File: config.mk
export PLATFORM = sky130hd
export DESIGN_NAME = sram2_port_arbiter
export DESIGN_NICKNAME = d
export VERILOG_FILES = /design/src/rtl/sram2_port_arbiter.sv
export SDC_FILE = /design/constraint.sdc
export NUM_CORES = 1
export LEC_CHECK = 0
export BUFFER_PORTS_ARGS = -buffer_cell sky130_fd_sc_hd__buf_2
export CAP_MARGIN = 20
export CORE_MARGIN = 10
export CORE_UTILIZATION = 46
export CTS_CLUSTER_DIAMETER = 30
export DETAILED_ROUTE_END_ITERATION = 10
export HOLD_SLACK_MARGIN = 0.12
export PLACE_DENSITY = 0.82
export SYNTH_ARGS = -nofsm -noshare
export SYNTH_HDL_FRONTEND = slang
export SYNTH_SLANG_ARGS = --single-unit
File: constraint.sdc
create_clock -name clk -period 5.52 [get_ports clk]
set_input_delay 0 -clock clk [delete_from_list [all_inputs] [get_ports clk]]
set_output_delay 0 -clock clk [all_outputs]
set_load 0.02 [all_outputs]
File: src/rtl/sram2_port_arbiter.sv
// Round-robin arbiter sharing the single-port SRAM2 between the Gaussian writer
// and the FAST reader, with a row-level guard so reads never overtake writes.
module sram2_port_arbiter #(
    parameter int X_MAX = 5,
    parameter int Y_MAX = 5,
    localparam int XAW = $clog2(X_MAX) + 1,
    localparam int YAW = $clog2(Y_MAX) + 1,
    localparam int XMW = $clog2(X_MAX),
    localparam int YMW = $clog2(Y_MAX)
) (
    input  logic           clk,
    input  logic           n_rst,
    input  logic           new_trans,
    input  logic [XMW-1:0] max_x,
    input  logic [YMW-1:0] max_y,
    input  logic           wr_req,
    input  logic [XAW-1:0] wr_x,
    input  logic [YAW-1:0] wr_y,
    input  logic [7:0]     wr_dat,
    output logic           wr_gnt,
    input  logic           rd_req,
    input  logic [XAW-1:0] rd_x,
    input  logic [YAW-1:0] rd_y,
    output logic           rd_gnt,
    output logic           rd_valid,
    output logic [7:0]     rd_dat,
    output logic [XAW-1:0] sram_x,
    output logic [YAW-1:0] sram_y,
    output logic           sram_wen,
    output logic           sram_ren,
    output logic [7:0]     sram_wdat,
    input  logic [7:0]     sram_rdat,
    output logic [YAW-1:0] rows_ready,
    output logic           frame_done
);

    typedef enum logic [1:0] {IDLE, ACTIVE, DONE} state_t;
    typedef enum logic {GNT_READ, GNT_WRITE} gnt_t;

    state_t         state, state_nxt;
    gnt_t           last_gnt;
    logic [XMW-1:0] max_x_q;
    logic [YMW-1:0] max_y_q;

    logic [YAW-1:0] full_rows;
    logic           frame_full;
    logic           wr_elig;
    logic           rd_elig;
    logic           arb_en;
    logic           last_read;

    assign full_rows  = YAW'(max_y_q) + YAW'(1);
    assign frame_full = (rows_ready == full_rows);
    // Eligibility uses the pre-update rows_ready, so a read of the row being
    // completed this cycle waits one more cycle.
    assign rd_elig    = rd_req && ((rd_y < rows_ready) || frame_full);
    assign wr_elig    = wr_req && (rows_ready <= YAW'(max_y_q));
    assign arb_en     = (state == ACTIVE) && !new_trans;
    assign last_read  = rd_gnt && (rd_x == XAW'(max_x_q)) && (rd_y == YAW'(max_y_q));

    // NOTE: sequential state uses non-blocking (<=) so every register samples
    // pre-edge values; blocking here would create order-dependent races.
    always_ff @(posedge clk or negedge n_rst) begin
        if (!n_rst) begin
            state <= IDLE;
        end else begin
            state <= state_nxt;
        end
    end

    // NOTE: every signal assigned in always_comb gets a default first; a path
    // that leaves it unassigned would infer a latch.
    always_comb begin
        state_nxt = state;
        case (state)
            IDLE:    if (new_trans) state_nxt = ACTIVE;
            ACTIVE:  if (last_read) state_nxt = DONE;
            DONE:    if (new_trans) state_nxt = ACTIVE;
            default: state_nxt = IDLE;
        endcase
    end

    always_comb begin
        wr_gnt = 1'b0;
        rd_gnt = 1'b0;
        if (arb_en) begin
            if (wr_elig && rd_elig) begin
                wr_gnt = (last_gnt == GNT_READ);
                rd_gnt = (last_gnt == GNT_WRITE);
            end else begin
                wr_gnt = wr_elig;
                rd_gnt = rd_elig;
            end
        end
    end

    always_ff @(posedge clk or negedge n_rst) begin
        if (!n_rst) begin
            last_gnt   <= GNT_READ;
            max_x_q    <= '0;
            max_y_q    <= '0;
            rows_ready <= '0;
            rd_valid   <= 1'b0;
        end else begin
            rd_valid <= rd_gnt;
            if (wr_gnt) begin
                last_gnt <= GNT_WRITE;
            end else if (rd_gnt) begin
                last_gnt <= GNT_READ;
            end
            if (new_trans) begin
                max_x_q    <= max_x;
                max_y_q    <= max_y;
                rows_ready <= '0;
            end else if (wr_gnt && (wr_x == XAW'(max_x_q)) && !frame_full) begin
                rows_ready <= rows_ready + YAW'(1);
            end
        end
    end

    assign frame_done = (state == DONE);
    assign sram_wen   = wr_gnt;
    assign sram_ren   = rd_gnt;
    assign sram_wdat  = wr_gnt ? wr_dat : 8'h00;
    assign sram_x     = wr_gnt ? wr_x : (rd_gnt ? rd_x : '0);
    assign sram_y     = wr_gnt ? wr_y : (rd_gnt ? rd_y : '0);
    assign rd_dat     = sram_rdat;

endmodule

==> results by group <==
Outcome
  – Outcome: completed

STA
  – Rel. slew slack: about 63%
  – Setup_tns: 0 ns
  – Setup-failing EPs final: 0
  – Worst slew pin tran: about 0.55 ns
  – Final hold vios: 0
  – Clk_skew: ~0.0031 ns
  – Ratio of final minimum period to clock period: 46.37%
  – Tmin final: roughly 2.6 ns
  – RSZ-0062 raised after global routing: false
  – Peak Freq: between 300 and 400 MHz
  – Pins Over Slew Limit: 0

Power and ir drop
  – Power Dens Cells: 192.0 mW/mm^2
  – LEAKAGE: just under 0.9 nW
  – VDD IR max: about 0.00020 V
  – Power Total: between 0.3 and 0.4 mW

Global routing
  – Met2 Resource Use GR: 27.25%
  – GRT Max-Usage Layer: met2
  – Vias in the first global route: roughly 1300
  – Initial antenna violation count: 0
  – GRT Overall Usage: 14.53%
  – Global-route wire length before repair: 6244 um
  – Routing usage on met1: between 10% and 20%
  – Pin count of the biggest net entering global routing: 19
  – Total gr overflow: 0
  – Met3 Resource Use GR: 4.762%

Drt
  – DRC: 0
  – Final ANT Viol Nets: 0
  – Drt pass-1 iters: 4
  – Avg WL per Cell: around 18 um
  – Detailed-route vias per instance: 5.341
  – DR vias: between 1000 and 1500
  – Total wire length: 4008 um
  – First-iteration detailed-routing DRC count: 32

Synthesis
  – Asr flop ratio synth: 100.0%
  – EDFF count, synth: 0
  – Commonest register cell after synthesis: dfrtp_1
  – Synth Net Count: 176
  – Yosys cell types: 45
  – Synth top area share: about 28%
  – Syn Std Cell Area: ~0.0012 sq mm
  – Largest area contributor in the netlist: dfrtp_1
  – Sequential element share of the synthesized area: between 20 and 30%
  – Yosys warnings: 0
  – Cells after Synth: around 130
  – Area contributors post-synth: dfrtp_1, ha_1, xor2_1, buf_4, a22o_1
  – Syn avg cell area: 9.970 sq um
  – Number of synthesized register bits: 14

Finish
  – Layout cells sized above 1: around 43%
  – Number of diodes: 0
  – FF+latch area: 350.3 sq um
  – Final net count: around 250
  – Synth-to-Final Area Change: 37.95%
  – Multi-input gate area: between 700 and 800 sq um
  – Fillcell total: 194

Floorplanning
  – Chip width: between 70 and 80 um
  – Die Y: 72.05 um
  – IO Count: between 70 and 80
  – Die area: 0.005191 sq mm
  – CORE AREA: 0.002522 sq mm
  – Initial Util: about half
  – # rows: 18

Critical path
  – Crit-path max FO: 12
  – Worst-path cell chain: inv_1 -> ha_1 -> nand3_1 -> o21ai_0 -> o2111a_1 -> a211oi_4 -> a22o_1 -> buf_2
  – Slowest stage delay, CP: 0.51 ns
  – Arr. time, crit path: 2.56 ns
  – Worst Path Buf+Inv: 2
  – Critical setup path kind: flop to output port
  – Crit. End Element: output port
  – CP Launch Type: flop
  – Crit path max-delay family: compound AO/OA/AOI/OAI gates
  – CP max stage cell: a211oi_4
  – Req. time, crit path: between 5 and 6 ns

CTS
  – Clock tree buffer depth: 2
  – CTS tree: yes
  – Clock-pin slew on the worst setup and hold paths: 0.09 ns
  – Clk Latency, worst-skew pair: approximately 0.29 ns
  – Clk sinks: 14
  – H-tree depth reported by CTS: 1
  – CTS Buf Count: 3
  – Root Driver: clkbuf_4

Hold path
  – Hold Crit Class: input pin to async pin

Placement
  – RePlAce Congestion: about 0.9
  – Port Buf Inserts: 60
  – Final HPWL DP: roughly 3100 um

Flow run
  – Maxcap violations: 0
[power by group]
group	total, mW	leakage, nW	internal, mW	switching (mW)
Combinational	0.136	0.697	0.0584	0.0775
Clock	0.0766	0.0210	0.0402	0.0364
Sequential	0.118	0.174	0.110	0.00783
Total	0.330	0.891	0.208	0.122
[cell usage in the layout, fill, tap and decap left out, types with 2 or more instances in the layout]
| master | synthesis | routed |
|---|---|---|
| dlygate4sd3_1 | 0 | 19 |
| clkbuf_4 | 0 | 3 |
| nand2b_1 | 2 | 2 |
| o21ai_0 | 3 | 3 |
| buf_2 | 1 | 60 |
| and2_1 | 8 | 8 |
| inv_1 | 8 | 8 |
| a21oi_1 | 2 | 2 |
| nand3_1 | 2 | 2 |
| mux2i_1 | 2 | 2 |
| xnor2_1 | 2 | 2 |
| dfrtp_1 | 14 | 14 |
| a22o_1 | 7 | 7 |
| mux2_2 | 4 | 4 |
| ha_1 | 8 | 8 |
| nor2_1 | 3 | 3 |
| xor2_1 | 9 | 9 |
| nor3_1 | 2 | 2 |
| nand2_1 | 10 | 10 |
| xnor2_2 | 2 | 2 |
[registers in the layout, summed over array words and instances, names as in the netlist]
signal and cells:
last_gnt 1, max_x_q 3, max_y_q 3, rd_valid 1, rows_ready 4, state 2
[cell usage after synthesis, drive strengths merged (2+ instances only)]
cell type / count
buf: 12
a211oi: 2
and2: 8
xor2: 9
a21oi: 3
nor3: 2
a22o: 7
o21ai: 4
ha: 8
nand2: 10
mux2i: 2
xnor2: 4
dfrtp: 14
nor2: 3
nand2b: 2
mux2: 5
nand3: 3
inv: 9
[through the flow]
| step | std cells | hold WS (ns) | instance area (sq um) | setup slack [ns] | utilization, % |
|---|---|---|---|---|---|
| floorplan | 125 | -0.2956 | 1246 | 3.311 | - |
| global placement | 203 | -0.09196 | 1493 | 3.365 | 59.18 |
| detailed placement | 203 | -0.08071 | 1493 | 3.303 | 59.18 |
| CTS | 226 | 0.1432 | 1719 | 2.981 | 68.15 |
| global route | 226 | 0.1826 | 1719 | 2.817 | 68.15 |
| finish | 226 | 0.1306 | 1719 | 2.961 | 68.15 |
[layout make-up]
type                       count  share of cell area, %
multi-input combinational     90                  44.83
timing repair buffer          79                  28.53
sequential                    14                  20.38
tap                           30                  2.183
clock buffer                   4                  2.111
inverter                       9                  1.965
[what timing repair did]
action                     in CTS  in global routing
setup endpoints to repair       0                  0
hold endpoints to repair       30                  0
resized for setup               0                  0
hold buffers                   19                  0
setup buffers                   0                  0
[worst paths after layout]
check / start / to / cells past startpoint / slack, ns
min in group clk: rd_x[3] / state[0] / 5 / 0.18
max in group asynchronous: n_rst / rows_ready[0] / 2 / 5.15
min: n_rst / state[0] / 2 / 0.13
min reg2reg: state[0] / state[0] / 1 / 0.53
max reg2reg: rows_ready[0] / state[0] / 7 / 3.32
max: rows_ready[0] / sram_x[1] / 8 / 2.96
[cells by family (layout without fill, tap and decap cells)]
logic type                 Yosys count  after routing  synth area share (%)
DFF                                 14             14                 28.11
AOI/OAI and AO/OA                   29             29                 22.59
adders and majority gates            8              8                 8.032
buffers and inverters               21             92                 10.04
muxes                                7              7                 6.425
and+or+nand+nor                     33             33                 14.46
xor gates and xnor gates            13             13                 10.34
[layer usage]
| metal | share of wire, % | vias up | routed length [um] |
|---|---|---|---|
| li1 | - | 579 | - |
| met1 | 37 | 572 | 1481 |
| met2 | 52 | 47 | 2103 |
| met3 | 8.9 | 9 | 355 |
| met4 | 1.7 | 0 | 68 |
| met5 | 0 | - | 0 |
No activity file was read; power rests on OpenSTA's default activity.
